$ cat src/rtl/dsp_filter_ctrl.sv
`timescale 1ns/1ps
// Purpose : frame sequencer around an external fixed-latency filter (flush, stream, drain, done).
// Latency : in_data -> filt_x 1 edge; accepting edge -> out_valid LAT+1 edges.
// Backpr. : in_ready high only in RUN; no output backpressure, results stream out as produced.
//
// Ports:
//   clk, rst            rising-edge clock, synchronous active-high reset
//   start, abort        one-cycle frame request / abandon current frame
//   in_valid, in_data,  sample input handshake
//   in_ready
//   filt_x, filt_rst_n  drive side of the external filter
//   filt_y              filter result, valid LAT edges after filt_x
//   out_valid, out_data,
//   out_last            filtered sample stream, out_last on the FRAME_LEN-th output
//   busy, done          not-idle flag, one-cycle completion pulse
module dsp_filter_ctrl #(
  parameter int N         = 7,
  parameter int LAT       = 1,
  parameter int FRAME_LEN = 100,
  parameter int FLUSH_LEN = 2
) (
  input  logic         clk,
  input  logic         rst,
  input  logic         start,
  input  logic         abort,
  input  logic         in_valid,
  input  logic [N:0]   in_data,
  output logic         in_ready,
  output logic [N:0]   filt_x,
  output logic         filt_rst_n,
  input  logic [N:0]   filt_y,
  output logic         out_valid,
  output logic [N:0]   out_data,
  output logic         out_last,
  output logic         busy,
  output logic         done
);

  localparam int CW = $clog2(FRAME_LEN + 1);
  localparam int FW = $clog2(FLUSH_LEN + 1);

  typedef enum logic [2:0] {IDLE, FLUSH, RUN, DRAIN, DONE} state_t;

  state_t        state;
  logic [FW-1:0] flush_cnt;
  logic          aborting;   // current FLUSH is the post-abort flush, ends in IDLE
  logic [CW-1:0] acc_cnt;
  logic [CW-1:0] out_cnt;
  logic [LAT:0]  tags;       // one bit per in-flight filter slot, tail aligns with filt_y
  logic          abort_act;
  logic          accept;

  assign abort_act = abort && (state == FLUSH || state == RUN || state == DRAIN);
  assign accept    = (state == RUN) && in_ready && in_valid && !abort;

  // Frame sequencer; all control outputs are registered alongside the state.
  always_ff @(posedge clk) begin
    if (rst) begin
      state      <= IDLE;
      in_ready   <= 1'b0;
      filt_x     <= '0;
      filt_rst_n <= 1'b1;
      busy       <= 1'b0;
      done       <= 1'b0;
      acc_cnt    <= '0;
      flush_cnt  <= '0;
      aborting   <= 1'b0;
    end else begin
      done   <= 1'b0;
      filt_x <= accept ? in_data : '0;
      if (abort_act) begin
        state      <= FLUSH;
        aborting   <= 1'b1;
        flush_cnt  <= '0;
        acc_cnt    <= '0;
        filt_rst_n <= 1'b0;
        in_ready   <= 1'b0;
        busy       <= 1'b1;
      end else begin
        case (state)
          IDLE: begin
            if (start) begin
              state      <= FLUSH;
              aborting   <= 1'b0;
              flush_cnt  <= '0;
              acc_cnt    <= '0;
              filt_rst_n <= 1'b0;
              busy       <= 1'b1;
            end
          end
          FLUSH: begin
            if (flush_cnt == FW'(FLUSH_LEN - 1)) begin
              filt_rst_n <= 1'b1;
              if (aborting) begin
                state    <= IDLE;
                aborting <= 1'b0;
                busy     <= 1'b0;
              end else begin
                state    <= RUN;
                in_ready <= 1'b1;
              end
            end else begin
              flush_cnt <= flush_cnt + 1'b1;
            end
          end
          RUN: begin
            if (accept) begin
              acc_cnt <= acc_cnt + 1'b1;
              if (acc_cnt == CW'(FRAME_LEN - 1)) begin
                state    <= DRAIN;
                in_ready <= 1'b0;
              end
            end
          end
          DRAIN: begin
            if (tags == '0) begin
              state <= DONE;
              done  <= 1'b1;
            end
          end
          DONE: begin
            state <= IDLE;
            busy  <= 1'b0;
          end
          default: begin
            state    <= IDLE;
            busy     <= 1'b0;
            in_ready <= 1'b0;
          end
        endcase
      end
    end
  end

  // Tag pipeline: bubbles shift in zeros so the tail tracks which filt_y is real.
  always_ff @(posedge clk) begin
    if (rst || abort_act) begin
      tags <= '0;
    end else begin
      tags[0] <= accept;
      for (int i = 1; i <= LAT; i++) begin
        tags[i] <= tags[i-1];
      end
    end
  end

  // Output stage: capture filt_y when the tail tag is set; data/last hold otherwise.
  always_ff @(posedge clk) begin
    if (rst) begin
      out_valid <= 1'b0;
      out_data  <= '0;
      out_last  <= 1'b0;
      out_cnt   <= '0;
    end else if (abort_act) begin
      out_valid <= 1'b0;
      out_cnt   <= '0;
    end else begin
      out_valid <= tags[LAT];
      if (tags[LAT]) begin
        out_data <= filt_y;
        out_last <= (out_cnt == CW'(FRAME_LEN - 1));
        out_cnt  <= out_cnt + 1'b1;
      end else if (state == IDLE && start) begin
        out_cnt <= '0;
      end
    end
  end

endmodule

$ cat config.mk
export PLATFORM = sky130hd
export DESIGN_NAME = dsp_filter_ctrl
export DESIGN_NICKNAME = d
export VERILOG_FILES = /design/src/rtl/dsp_filter_ctrl.sv
export SDC_FILE = /design/constraint.sdc
export NUM_CORES = 1
export LEC_CHECK = 0
export ABC_AREA = 0
export CORE_ASPECT_RATIO = 0.5
export CORE_UTILIZATION = 53
export CTS_CLUSTER_SIZE = 10
export DETAILED_ROUTE_END_ITERATION = 12
export PLACE_DENSITY = 0.8
export SLEW_MARGIN = 25
export SYNTH_ARGS = -nofsm -noshare
export SYNTH_HDL_FRONTEND = slang
export SYNTH_SLANG_ARGS = --single-unit
export TNS_END_PERCENT = 10
$ cat constraint.sdc
create_clock -name clk -period 4 [get_ports clk]
set_input_delay 0.8 -clock clk [delete_from_list [all_inputs] [get_ports clk]]
set_output_delay 0.8 -clock clk [all_outputs]
set_load 0.01 [all_outputs]
# Word level (Yosys, flattened, before mapping)
# Index checks and enable logic that the tools add are counted.
dict set report classes {
  addsub 3
  multipliers 0
  div 0
  magnitude_cmp 0
  eq_ne 21
  shift 0
  muxes 34
  bitwise 4
  reduce_logical 28
}
# operator n
set ops {}
lappend ops {{7-bit two-way mux} 4}
lappend ops {{1-bit two-way mux} 15}
lappend ops {{3-bit two-way mux} 5}
lappend ops {{5-bit AND reduction} 3}
lappend ops {{7-bit by 1-bit adder with 7-bit output, second input constant} 2}
lappend ops {{7-bit == test, second input constant} 2}
lappend ops {{7-bit case mux with 2 select lines} 1}
lappend ops {{3-bit case mux with 4 select lines} 1}
lappend ops {{3-bit by 2-bit != test with 1-bit output, second input constant} 3}
lappend ops {{3-bit != test, second input constant} 3}
lappend ops {{3-bit AND reduction} 3}
lappend ops {{2-bit by 1-bit != test with 1-bit output, second input constant} 4}
lappend ops {{2-bit != test, second input constant} 4}
lappend ops {{3-bit by 2-bit == test with 1-bit output, second input constant} 2}
lappend ops {{2-bit two-way mux} 3}
lappend ops {{1-bit case mux with 3 select lines} 2}
lappend ops {{2-bit nonzero test} 3}
lappend ops {{2-bit OR reduction} 3}
lappend ops {{3-bit OR reduction} 2}
lappend ops {{1-bit logical AND} 5}
lappend ops {{1-bit inverter} 4}
lappend ops {{1-bit case mux with 2 select lines} 2}
lappend ops {{2-bit case mux with 2 select lines} 1}
lappend ops {{4-bit AND reduction} 1}
lappend ops {{10 further kinds} 12}
dict set report word_totals {
  register_bits 44
  latchBits 0
  ram_bits 0
  romBits 0
  in_bits 21
  out_inout_bits 22
  elab_cells 105
  memories 0
}

# Depth between registers and ports, before layout
# Gate-level depths: netlist of run 1.
dict set report depth {
  ltp_word 7
  depth_mapped 7
  depth_no_buf 6
}

# Least setup slack after synthesis of run 1
# Ideal clock, no wire load.
dict set report synth_timing {
  path_kind {in2reg}
  startpoint {input port abort}
  endpoint {register acc_cnt[4]}
  setup_ns 0.119
  arrival_time_ns 1.492
  path_slack_ns 2.389
  stages 5
  path_cell_list {and4b_1 > buf_6 > o2111ai_1 > xor2_1 > nor2_1}
}
dict set report synth_between {
  elab_chain_cells 4
  word_cells_on_any_way 6
}
# item line_no
set synth_rtl {}
lappend synth_rtl {{start, declared} 25} ;# input logic abort,
lappend synth_rtl {{1-bit logical NOT} 54} ;# assign accept = (state == RUN) && in_ready && in_valid && !abort;
lappend synth_rtl {{1-bit logical AND} 54}
lappend synth_rtl {{2-bit != test (no line)} n/a}
lappend synth_rtl {{3-bit AND reduction (no line)} n/a}
lappend synth_rtl {{end signal, assigned} 108} ;# acc_cnt <= acc_cnt + 1'b1;
lappend synth_rtl {{end, declared} 47} ;# logic [CW-1:0] acc_cnt;
# Parallel ways exist; a longest one is shown, timed or not.
# A chain may end at the register's enable or synchronous reset.

# Final worst setup path of run 1
dict set report layout_timing {
  startpoint {input port abort}
  endpoint {register out_cnt[5]}
}
dict set report layout_between {
  elab_chain_cells 2
}
# item line_no
set layout_rtl {}
lappend layout_rtl {{1-bit logical AND} 53} ;# assign abort_act = abort && (state == FLUSH || state == RUN || state == DRAIN);
lappend layout_rtl {{2-bit OR reduction (no line)} n/a}
lappend layout_rtl {{end signal, assigned} 162} ;# out_cnt <= out_cnt + 1'b1;
lappend layout_rtl {{end, declared} 48} ;# logic [CW-1:0] out_cnt;
# Every way passes these cells.

==> run_results.csv, run 1 <==
group,metric,value,unit
cts,clk_latency,0.30,ns
cts,numCtsBuffers,5,
placement,dp.cells,286,
yosys,seq_area_frac_synth,0.456,
finish,utilization,0.702,
detailed_routing,wl,3790,um
worst_hold_path,hold_class,"reg2reg",
setup_path,r2r-end,"out_cnt[5]",
setup_path,r2r_cells,4,
yosys,post_synth_num_cell_types,50,
global_routing,antenna_found_initial,0,
global_routing,grt_use_total,0.210,
placement,globalplace.congestion,0.772,
cts,post-cts-setup-buffers,0,
floorplan,rows,15,
timing,maxSlewViolCount,0,
yosys,postSynth.asyncResetShare,0,
pwr,p_leak,0.000868,uW
detailed_routing,drtAntennaViolNets,0,
setup_path,r2r_setup_slack,2.24,ns
pwr,p_per_area,385,nW/um^2
timing,worst_pin_slew,0.768,ns
yosys,synthCells,206,
pwr,sw_frac_of_total,0.250,
yosys,synth-edff-count,0,
detailed_routing,first_pass_iters,4,
timing,period_needed,2.26,ns
floorplan,die_area,3910,um^2
cts,cts_hold_buf,0,
cts,cts_tree,"yes",
pwr,vdd_drop_max,0.179,mV
yosys,synth_common_cells,"44 x dfxtp_1, 18 x a21oi_1, 14 x nand2_1, 14 x nor2_1, 12 x nand3_1",
timing,hold_viol,0,
run_status,status,"finished clean",
finish,drive_gt1_frac,0.0741,
finish,seq_area,881,um^2
yosys,ys.flop_type,"dfxtp_1",
setup_path,crit_fanout,14,
finish,syn_to_final_growth,25.4,%
detailed_routing,vias_per_cell,5.47,
detailed_routing,routedWlPerCell,12.9,um
setup_path,path_class,"in2reg",
timing,setup_viol,0,
pwr,combPwrFrac,0.145,
global_routing,grt_max_degree,26,
yosys,ys_ff_latch,44,
pwr,power,932,uW
global_routing,grt_pass1_vias,1398,
floorplan,ios,43,
setup_path,r2r-start,"state[2]",
detailed_routing,drt_iter0_markers,56,
yosys,yosysTopAreaCell,"dfxtp_1",
pwr,net-switching-power,233,uW
detailed_routing,drc_errors,0,
yosys,synth.avg_cell_area,9.38,um^2
setup_path,start_kind,"primary input",
floorplan,coreArea,3450,um^2
job,maxCapViolations,0,
floorplan,dieWidth,87.4,um
pwr,seqPwrFrac,0.501,
finish,layoutNonFillerInstCount,294,
timing,finalCritPeriodShare,0.564,
yosys,yosys-top-cells-area,"dfxtp_1 46%, a21oi_1 4.7%, buf_6 3.5%",
cts,htree_levels,2,
timing,skew,0.00431,ns
setup_path,arrival,2.45,ns
cts,clockBufferDepth,2,
cts,root_buffer,"clkbuf_8",
timing,max_slew_margin,0.487,
global_routing,grt_pass1_wl,6230,um
timing,tns,0,ns
setup_path,worstSetupEndpointType,"flop",
setup_path,crit_path_end,"out_cnt[5]",
floorplan,fp.dieH,44.7,um
floorplan,initial_utilization,0.560,
setup_path,startpoint,"abort",
finish,multi_input_area,940,um^2
yosys,synth_nets,230,
yosys,synth_top_area_share,0.456,
finish,nets,266,
yosys,synth_warnings,0,
cts,cts_resized,0,
yosys,netlist_area,1930,um^2
pwr,internal_power,699,uW
timing,timing.fmax,443,MHz
finish,diodes,0,
detailed_routing,vias,1609,
finish,design_area,2420,um^2
pwr,pwr-share-clk,0.354,
cts,clkTransAtPathRegs,0.08,ns
yosys,synth_most_common_cell,"dfxtp_1",
timing,rsz0062_at_grt,"false",
finish,num-fill-cells,294,
global_routing,grt_overflow,0,
worst_hold_path,min_path_cells,2,
placement,io_buffer_count,42,
cts,clock-sinks,44,
placement,dpl.hpwl,2660,um
setup_path,worstPathRequired,4.20,ns
placement,dpl_cell_area,2320,um^2
==> area by class of cell <==
| class | instances | share of cell area |
|---|---|---|
| inverters | 3 | 0.00465 |
| well taps | 51 | 0.0263 |
| multi-input cells | 146 | 0.388 |
| repair buffers | 42 | 0.173 |
| flip-flops and latches | 44 | 0.363 |
| clock buffers | 6 | 0.0299 |
| clock inverters | 2 | 0.0145 |
==> power groups by stage <==
stage / logic (uW) / clock network, uW / registers, uW
CTS: 136 / 337 / 466
detailed placement: 135 / 0 / 476
floorplan: 105 / 0 / 471
global placement: 131 / 0 / 476
finish: 135 / 330 / 467
global route: 151 / 359 / 469
==> logic make-up after synthesis <==
family / count (synthesis) / synth area share
simple gates: 91 / 0.278
mux: 3 / 0.0155
flops: 44 / 0.456
fa+ha+maj: 3 / 0.0194
buf+inv: 16 / 0.0582
compound gates: 44 / 0.150
xor+xnor: 5 / 0.0227
==> state kept, by name, summed over array words and instances, names as in the netlist <==
signal and cells:
out_last 1, out_data 8, filt_x 8, out_valid 1, acc_cnt 7, flush_cnt 2, aborting 1, in_ready 1
out_cnt 7, state 3, tags 2, filt_rst_n 1, done 1, busy 1
==> placed cells by master (no fill, tap or decap), types with 9 or more instances in the layout <==
master           count
dfxtp_1             44
nor2_1              14
a21oi_1             18
nand3_1             12
nand2_1             14
and2_1               9
clkdlybuf4s50_1     42
==> layer usage <==
| metal | routed length, um | global-route usage |
|---|---|---|
| met5 | 0 | 0 |
| met4 | 44 | 0.0787 |
| met3 | 176 | 0.0494 |
| met2 | 1800 | 0.364 |
| met1 | 1770 | 0.262 |
==> worst max-delay path, stage by stage <==
cell             delay, ns
clkdlybuf4s50_1       0.54
nand2b_1              0.17
or2_1                 0.39
nand2_2               0.27
a311oi_1              0.28
==> per-stage QoR <==
| step | setup slack, ns | hold slack, ns |
|---|---|---|
| floorplan | 2.39 | 0.444 |
| global placement | 1.50 | 0.444 |
| detailed placement | 1.42 | 0.447 |
| CTS | 1.74 | 0.459 |
| global route | 1.58 | 0.482 |
| finish | 1.74 | 0.458 |
==> worst min-delay path by stage <==
stage / endpoint / start / slack (ns)
2_1_floorplan: tags[1] / tags[0] / 0.44
3_3_place_gp: out_data[1] / out_data[1] / 0.44
3_5_place_dp: out_data[4] / out_data[4] / 0.45
4_1_cts: out_data[4] / out_data[4] / 0.46
5_1_grt: out_data[6] / out_data[6] / 0.48
6_report: out_data[3] / out_data[3] / 0.46
No activity file was read; power rests on OpenSTA's default activity.
==> inputs of run 2 (changes only) <==
--- a/config.mk
+++ b/config.mk
@@ -7,10 +7,10 @@
 export LEC_CHECK = 0
 export ABC_AREA = 0
 export CORE_ASPECT_RATIO = 0.5
-export CORE_UTILIZATION = 53
+export CORE_UTILIZATION = 49
 export CTS_CLUSTER_SIZE = 10
 export DETAILED_ROUTE_END_ITERATION = 12
-export PLACE_DENSITY = 0.8
+export PLACE_DENSITY = 0.75
 export SLEW_MARGIN = 25
 export SYNTH_ARGS = -nofsm -noshare
 export SYNTH_HDL_FRONTEND = slang
==> constraint.sdc (replaced) <==
create_clock -name clk -period 2.25 [get_ports clk]
set_input_delay 0.45 -clock clk [delete_from_list [all_inputs] [get_ports clk]]
set_output_delay 0.45 -clock clk [all_outputs]
set_load 0.01 [all_outputs]
==> run_results.csv, run 2 (synthesized netlist as in run 1, its figures left out) <==
group,metric,value,unit
placement,dpl.hpwl,2830,um
pwr,p_per_area,633,nW/um^2
detailed_routing,vias,1597,
floorplan,fp.dieH,46.4,um
setup_path,r2r-end,"acc_cnt[2]",
timing,hold_viol,0,
setup_path,arrival,1.96,ns
run_status,status,"finished clean",
detailed_routing,first_pass_iters,4,
timing,timing.fmax,560,MHz
setup_path,r2r_cells,4,
detailed_routing,drtAntennaViolNets,0,
cts,cts_hold_buf,0,
cts,cts_tree,"yes",
cts,clockBufferDepth,2,
floorplan,coreArea,3600,um^2
setup_path,max_stage_delay,0.54,ns
finish,syn_to_final_growth,25.8,%
job,maxCapViolations,0,
floorplan,rows,15,
pwr,p_leak,0.000876,uW
cts,cts_resized,0,
finish,mostFrequentLayoutCells,"44 x dfxtp_1, 42 x clkdlybuf4s50_1, 18 x a21oi_1, 14 x nor2_1, 14 x nand2_1",
finish,drive_gt1_frac,0.0891,
global_routing,grt_overflow,0,
timing,tns,0,ns
cts,htree_levels,2,
global_routing,grt_pass1_wl,6490,um
detailed_routing,wl,3900,um
timing,finalCritPeriodShare,0.794,
setup_path,r2r_setup_slack,0.67,ns
floorplan,ios,43,
finish,diodes,0,
global_routing,grt_pass1_vias,1430,
setup_path,crit_path_end,"acc_cnt[1]",
timing,setup_viol,0,
cts,clock-sinks,44,
setup_path,path_cells,"clkdlybuf4s50_1 > and4b_1 > o21ai_0 > a32oi_1 > nor2_1",
setup_path,startpoint,"abort",
cts,clk_latency,0.29,ns
setup_path,crit_slowest_cell,"clkdlybuf4s50_1",
worst_hold_path,hold_class,"reg2reg",
detailed_routing,routedWlPerCell,13.1,um
setup_path,worstPathRequired,2.42,ns
detailed_routing,drc_errors,0,
global_routing,grt_use_total,0.200,
timing,period_needed,1.79,ns
placement,dp.cells,291,
placement,io_buffer_count,42,
floorplan,die_area,4220,um^2
timing,worst_pin_slew,0.538,ns
cts,clkTransAtPathRegs,0.08,ns
cts,numCtsBuffers,5,
placement,globalplace.congestion,0.800,
timing,rsz0062_at_grt,"false",
cts,root_buffer,"clkbuf_8",
timing,maxSlewViolCount,0,
timing,skew,0.00301,ns
floorplan,dieWidth,90.8,um
finish,reg_top3,"filt_x: 8 flops, out_data: 8 flops",
global_routing,grt_max_degree,18,
pwr,vdd_drop_max,0.348,mV
global_routing,antenna_found_initial,0,
finish,nets,271,
setup_path,worstSetupEndpointType,"flop",
setup_path,crit_fanout,9,
setup_path,path_class,"in2reg",
setup_path,r2r-start,"state[2]",
finish,final_common_cell,"dfxtp_1",
floorplan,initial_utilization,0.536,
cts,post-cts-setup-buffers,0,
setup_path,start_kind,"primary input",
timing,max_slew_margin,0.641,
detailed_routing,drt_iter0_markers,69,
detailed_routing,vias_per_cell,5.36,
finish,layoutNonFillerInstCount,298,
==> run 2: cell types whose count changed in the layout (fill, tap and decap cells not counted), sizes merged <==
| cell | before | now |
|---|---|---|
| bufinv | 1 | 0 |
| buf | 0 | 5 |
==> run 2: how the worst min path moves through the flow <==
| stage | from | endpoint | slack [ns] | depth (start not counted) |
|---|---|---|---|---|
| finish | out_data[1] | out_data[1] | 0.46 | 2 |
| global route | out_data[1] | out_data[1] | 0.49 | 2 |
| CTS | out_data[1] | out_data[1] | 0.46 | 2 |
| detailed placement | out_data[1] | out_data[1] | 0.45 | 2 |
| global placement | out_data[7] | out_data[7] | 0.44 | 2 |
| floorplan | tags[0] | tags[1] | 0.44 | 1 |
==> run 2: power breakdown <==
| part | internal [uW] | switching (uW) |
|---|---|---|
| Sequential | 802 | 26.6 |
| Combinational | 115 | 133 |
| Clock | 211 | 251 |
| Total | 1130 | 411 |
==> run 2: area by class of cell <==
cell class	instances	area, um^2
timing repair buffer	47	458
sequential	44	881
clock inverter	1	5.00
fill	310	1170
tap	51	63.8
clock buffer	6	72.6
multi-input combinational	146	940
inverter	3	11.3
==> run 2: layer usage <==
metal	vias to the layer above	track usage	routed length (um)
met5	-	0	0
met4	0	0.0476	23
met3	4	0.0594	182
met2	37	0.339	1790
met1	741	0.257	1900
li1	815	-	-
==> run 2: through the flow <==
stage	utilization	cell area, um^2	hold slack [ns]	worst slack [ns]	power [uW]
5_1_grt	0.675	2430	0.491	0.373	1620
4_1_cts	0.675	2430	0.460	0.472	1550
3_5_place_dp	0.653	2350	0.449	0.173	1090
2_1_floorplan	-	1930	0.444	0.939	1020
3_3_place_gp	0.653	2350	0.443	0.215	1090
6_report	0.675	2430	0.457	0.464	1540
==> run 2: critical path, delay by kind of cell <==
kind                   cells  cell delay [ns]
AO/OA/AOI/OAI              2             0.37
buffers and inverters      1             0.54
AND/OR/NAND/NOR            2             0.59
==> inputs of run 3 (changes only) <==
--- a/config.mk
+++ b/config.mk
@@ -7,10 +7,10 @@
 export LEC_CHECK = 0
 export ABC_AREA = 0
 export CORE_ASPECT_RATIO = 0.5
-export CORE_UTILIZATION = 49
+export CORE_UTILIZATION = 45
 export CTS_CLUSTER_SIZE = 10
 export DETAILED_ROUTE_END_ITERATION = 12
-export PLACE_DENSITY = 0.75
+export PLACE_DENSITY = 0.72
 export SLEW_MARGIN = 25
 export SYNTH_ARGS = -nofsm -noshare
 export SYNTH_HDL_FRONTEND = slang
==> constraint.sdc (replaced) <==
create_clock -name clk -period 1.5 [get_ports clk]
set_input_delay 0.3 -clock clk [delete_from_list [all_inputs] [get_ports clk]]
set_output_delay 0.3 -clock clk [all_outputs]
set_load 0.01 [all_outputs]
==> run_results.csv, run 3 (synthesized netlist as in run 1, its figures left out) <==
group,metric,value,unit
run_status,status,"finished clean",
finish,mostFrequentLayoutCells,"40 x dfxtp_1, 31 x clkdlybuf4s50_1, 18 x a21oi_1, 15 x buf_4",
global_routing,grt_pass1_wl,6570,um
setup_path,path_class,"reg2out",
setup_path,max_stage_delay,0.54,ns
timing,worst_pin_slew,0.308,ns
global_routing,grt_pass1_vias,1420,
setup_path,worstPathRequired,1.20,ns
placement,dpl_cell_area,2450,um^2
timing,setup_viol,0,
finish,seq_area,886,um^2
floorplan,die_area,4580,um^2
finish,final_common_cell,"dfxtp_1",
pwr,combPwrFrac,0.164,
placement,dp.cells,305,
placement,pre_cts_ws,-0.407,ns
floorplan,fp.dieH,48.3,um
detailed_routing,drtAntennaViolNets,0,
setup_path,path_cells,"clkdlybuf4s50_1",
finish,syn_to_final_growth,34.1,%
pwr,internal_power,1910,uW
pwr,sw_frac_of_total,0.251,
timing,maxSlewViolCount,0,
cts,clock-sinks,44,
setup_path,path_buf_inv,1,
detailed_routing,drc_errors,0,
pwr,vdd_drop_max,0.488,mV
timing,hold_viol,0,
cts,clkTransAtPathRegs,0.08,ns
detailed_routing,first_pass_iters,4,
timing,max_slew_margin,0.794,
global_routing,grt_max_degree,25,
pwr,seqPwrFrac,0.488,
finish,nets,282,
timing,rsz0062_at_grt,"true",
finish,drive_gt1_frac,0.154,
setup_path,cpLargestDelayFamily,"buffers and inverters",
timing,period_needed,1.46,ns
pwr,p_leak,0.00112,uW
placement,globalplace.congestion,0.848,
pwr,pwr-share-clk,0.348,
setup_path,crit_slowest_cell,"clkdlybuf4s50_1",
floorplan,rows,16,
placement,dpl.hpwl,2810,um
global_routing,antenna_found_initial,0,
floorplan,coreArea,4000,um^2
pwr,p_per_area,982,nW/um^2
global_routing,grt_use_total,0.184,
finish,num-fill-cells,341,
cts,clockBufferDepth,2,
finish,layoutNonFillerInstCount,313,
cts,numCtsBuffers,5,
cts,clk_latency,0.30,ns
finish,diodes,0,
detailed_routing,vias,1635,
cts,root_buffer,"clkbuf_8",
timing,finalCritPeriodShare,0.974,
pwr,power,2550,uW
floorplan,dieWidth,94.7,um
cts,cts_tree,"yes",
setup_path,worstSetupEndpointType,"primary output",
detailed_routing,routedWlPerCell,12.4,um
setup_path,arrival,1.16,ns
placement,io_buffer_count,42,
detailed_routing,drt_iter0_markers,55,
detailed_routing,vias_per_cell,5.22,
timing,worst_slack,0.0392,ns
cts,htree_levels,2,
finish,reg_top3,"filt_x: 8 flops, out_data: 8 flops",
setup_path,crit_fanout,2,
timing,skew,0.00482,ns
job,maxCapViolations,0,
global_routing,grt_overflow,0,
floorplan,ios,43,
detailed_routing,wl,3900,um
finish,design_area,2590,um^2
worst_hold_path,hold_class,"reg2reg",
timing,tns,0,ns
floorplan,initial_utilization,0.483,
finish,multi_input_area,947,um^2
pwr,net-switching-power,639,uW
setup_path,start_kind,"flop",
timing,timing.fmax,685,MHz
-- run 3: cell types whose count changed in the layout (fill, tap and decap cells not counted), moves of 2 or more --
cell	delta
clkdlybuf4s50_1	-11
buf_4	+10
dlymetal6s2s_1	+9
dfxtp_1	-4
dfxtp_2	+4
dlygate4sd2_1	+2
-- run 3: worst paths after layout --
| kind | from | end | slack [ns] | cells past startpoint |
|---|---|---|---|---|
| max | out_data[0] | out_data[0] | 0.04 | 1 |
| min reg2reg | out_data[2] | out_data[2] | 0.45 | 2 |
| min | out_data[2] | out_data[2] | 0.45 | 2 |
| max reg2reg | state[1] | acc_cnt[6] | 0.09 | 5 |
-- run 3: what timing repair did --
item / CTS / global route
setup endpoints to repair: 16 / 17
buffers inserted: 0 / 0
hold buffers: 0 / 0
endpoints found under the hold margin: 0 / 0
resized for setup: 4 / 13
-- run 3: layer usage --
| layer | wire length, um | up-vias | track usage |
|---|---|---|---|
| met4 | 27 | 0 | 0.0530 |
| li1 | - | 838 | - |
| met1 | 1930 | 751 | 0.251 |
| met5 | 0 | - | 0 |
| met2 | 1750 | 43 | 0.285 |
| met3 | 187 | 3 | 0.0472 |
-- run 3: area by class of cell --
class | count | area share
Tap cell | 54 | 0.0261
Clock buffer | 6 | 0.0280
Clock inverter | 2 | 0.0135
Timing Repair Buffer | 58 | 0.221
Multi-Input combinational cell | 146 | 0.365
Inverter | 3 | 0.00434
Sequential cell | 44 | 0.342
-- run 3: through the flow --
stage | hold WS, ns | utilization
after floorplan | 0.422 | -
after global placement | 0.443 | 0.613
after detailed placement | 0.446 | 0.613
after CTS | 0.458 | 0.639
after global routing | 0.477 | 0.648
final | 0.454 | 0.648
-- run 3: power by group through the flow --
stage / registers [uW] / logic [uW] / clock network (uW)
2_1_floorplan: 1260 / 279 / 0
3_3_place_gp: 1270 / 414 / 0
3_5_place_dp: 1270 / 421 / 0
4_1_cts: 1240 / 418 / 914
5_1_grt: 1250 / 460 / 967
6_report: 1240 / 418 / 887
==> variant, RTL diff (config.mk and constraints of run 2) <==
Set the parameter `LAT` to 2 (it was 1). Comments in the files are not updated.
--- a/src/rtl/dsp_filter_ctrl.sv
+++ b/src/rtl/dsp_filter_ctrl.sv
@@ -16,5 +16,5 @@
 module dsp_filter_ctrl #(
   parameter int N         = 7,
-  parameter int LAT       = 1,
+  parameter int LAT       = 2,
   parameter int FRAME_LEN = 100,
   parameter int FLUSH_LEN = 2
Formal check against the unedited RTL: not equivalent (Yosys sat finds a counterexample within 10 cycles, from zero or initial values and one cycle with rst high).
==> variant against run 2 <==
  * Core utilization increased by 0.84 points
  * Critical path type unchanged
  * Wire length increased by 6.2%
  * Power decreased by 5.1%
  * Sequential cell count increased by 1
  * Highest routed layer unchanged
  * Largest cell class unchanged
  * Area after synthesis decreased by 0.65%
  * Design area increased by 0.72%
  * Worst setup slack improved by 0.0011 ns
  * Count of clock-buffer cells in the layout increased by 1
==> variant: results <==
group,metric,value,unit
placed_design,post-place-ws,0.1731,ns
yosys,ys_types,49,
power,max-vdd-ir-drop,0.3007,mV
grt,grt_pass1_vias,1396,
route,routed_wl,4141,um
power,p_leak,0.0008931,uW
route,viasPerCell,5.498,
yosys,synth_common_cells,"dfxtp_1, a21oi_1, nand2_1, nor2_1, and3_1",
min_path,hold_class,"reg -> reg",
status,status,"finished, final reports clean",
yosys,synth.yosys.seq_area_share,46.91,%
sta,worst_pin_slew,0.8399,ns
finish,drive_gt1_share,8.065,%
placed_design,dpl_cell_area,0.002362,sq mm
finish,nets,272,
min_path,min_from,"out_data[0]",
clock_tree,post_cts_buffers,0,
grt,grt.total_usage,19.71,%
worst_setup_path,critPathLaunch,"start",
sta,clock_skew,0.007672,ns
finish,reg_top3,"filt_x (8), out_data (8)",
worst_setup_path,worstPathMaxFanout,6,
yosys,synth.top_cells.by_area,"dfxtp_1, a21oi_1, and3_1",
placed_design,gp_congestion,0.8552,
route,initialDrtViolationCount,33,
worst_setup_path,cp.arrival,1.95,ns
clock_tree,cts_buffers,5,
grt,grt_max_degree,27,
placed_design,hpwlAfterDp,2919,um
finish,fin_cells,299,
placed_design,place_inst,292,
worst_setup_path,rr_startpoint,"state[1]",
grt,grt_pass1_wl,6375,um
[variant: cell families after synthesis]
family	share of synthesized area (%)
simple gates	27.43
compound gates	16.48
flops	46.91
buf+inv	3.778
mux	2.085
xor+xnor	1.368
fa+ha+maj	1.955
[variant: per-layer routing]
metal | share of wire, % | vias to the layer above | global-route usage [%] | wire, um
met4 | 0.51 | 0 | 4.839 | 21
met2 | 47 | 31 | 35.15 | 1953
li1 | - | 830 | - | -
met5 | 0 | - | 0 | 0
met1 | 49 | 781 | 24.65 | 2024
met3 | 3.4 | 2 | 5.116 | 142
[variant: report_power, final]
| part | switching [uW] | total [uW] | internal (uW) |
|---|---|---|---|
| clock | 245 | 489 | 244 |
| combinational | 71.8 | 150 | 78.1 |
| sequential | 14.9 | 822 | 807 |
| total | 332 | 1460 | 1130 |
[variant: layout make-up]
cell class / instances / area, sq um
clock buffer: 7 / 86.33
fill: 286 / 1136
inverter: 2 / 7.507
multi-input combinational: 149 / 947.2
sequential: 45 / 900.9
tap: 51 / 63.81
timing repair buffer: 45 / 442.9
[variant: worst paths after layout]
check | end | slack, ns | depth (start not counted)
setup / recovery | flush_cnt[0] | 0.46 | 5
hold / removal | out_data[0] | 0.46 | 2
hold reg to reg | out_data[0] | 0.46 | 2
setup reg to reg | acc_cnt[5] | 0.52 | 4
[variant: critical path, stage by stage]
cell	delay, ns
clkdlybuf4s50_1	0.52
or4b_1	0.58
and2_4	0.20
a21oi_1	0.14
nor2_1	0.05
[variant: through the flow]
step / hold slack [ns] / util, %
after CTS: 0.4575 / 68.31
after floorplan: 0.4482 / -
after detailed placement: 0.4465 / 65.90
after global routing: 0.4721 / 68.31
final: 0.4557 / 68.31
after global placement: 0.4421 / 65.90
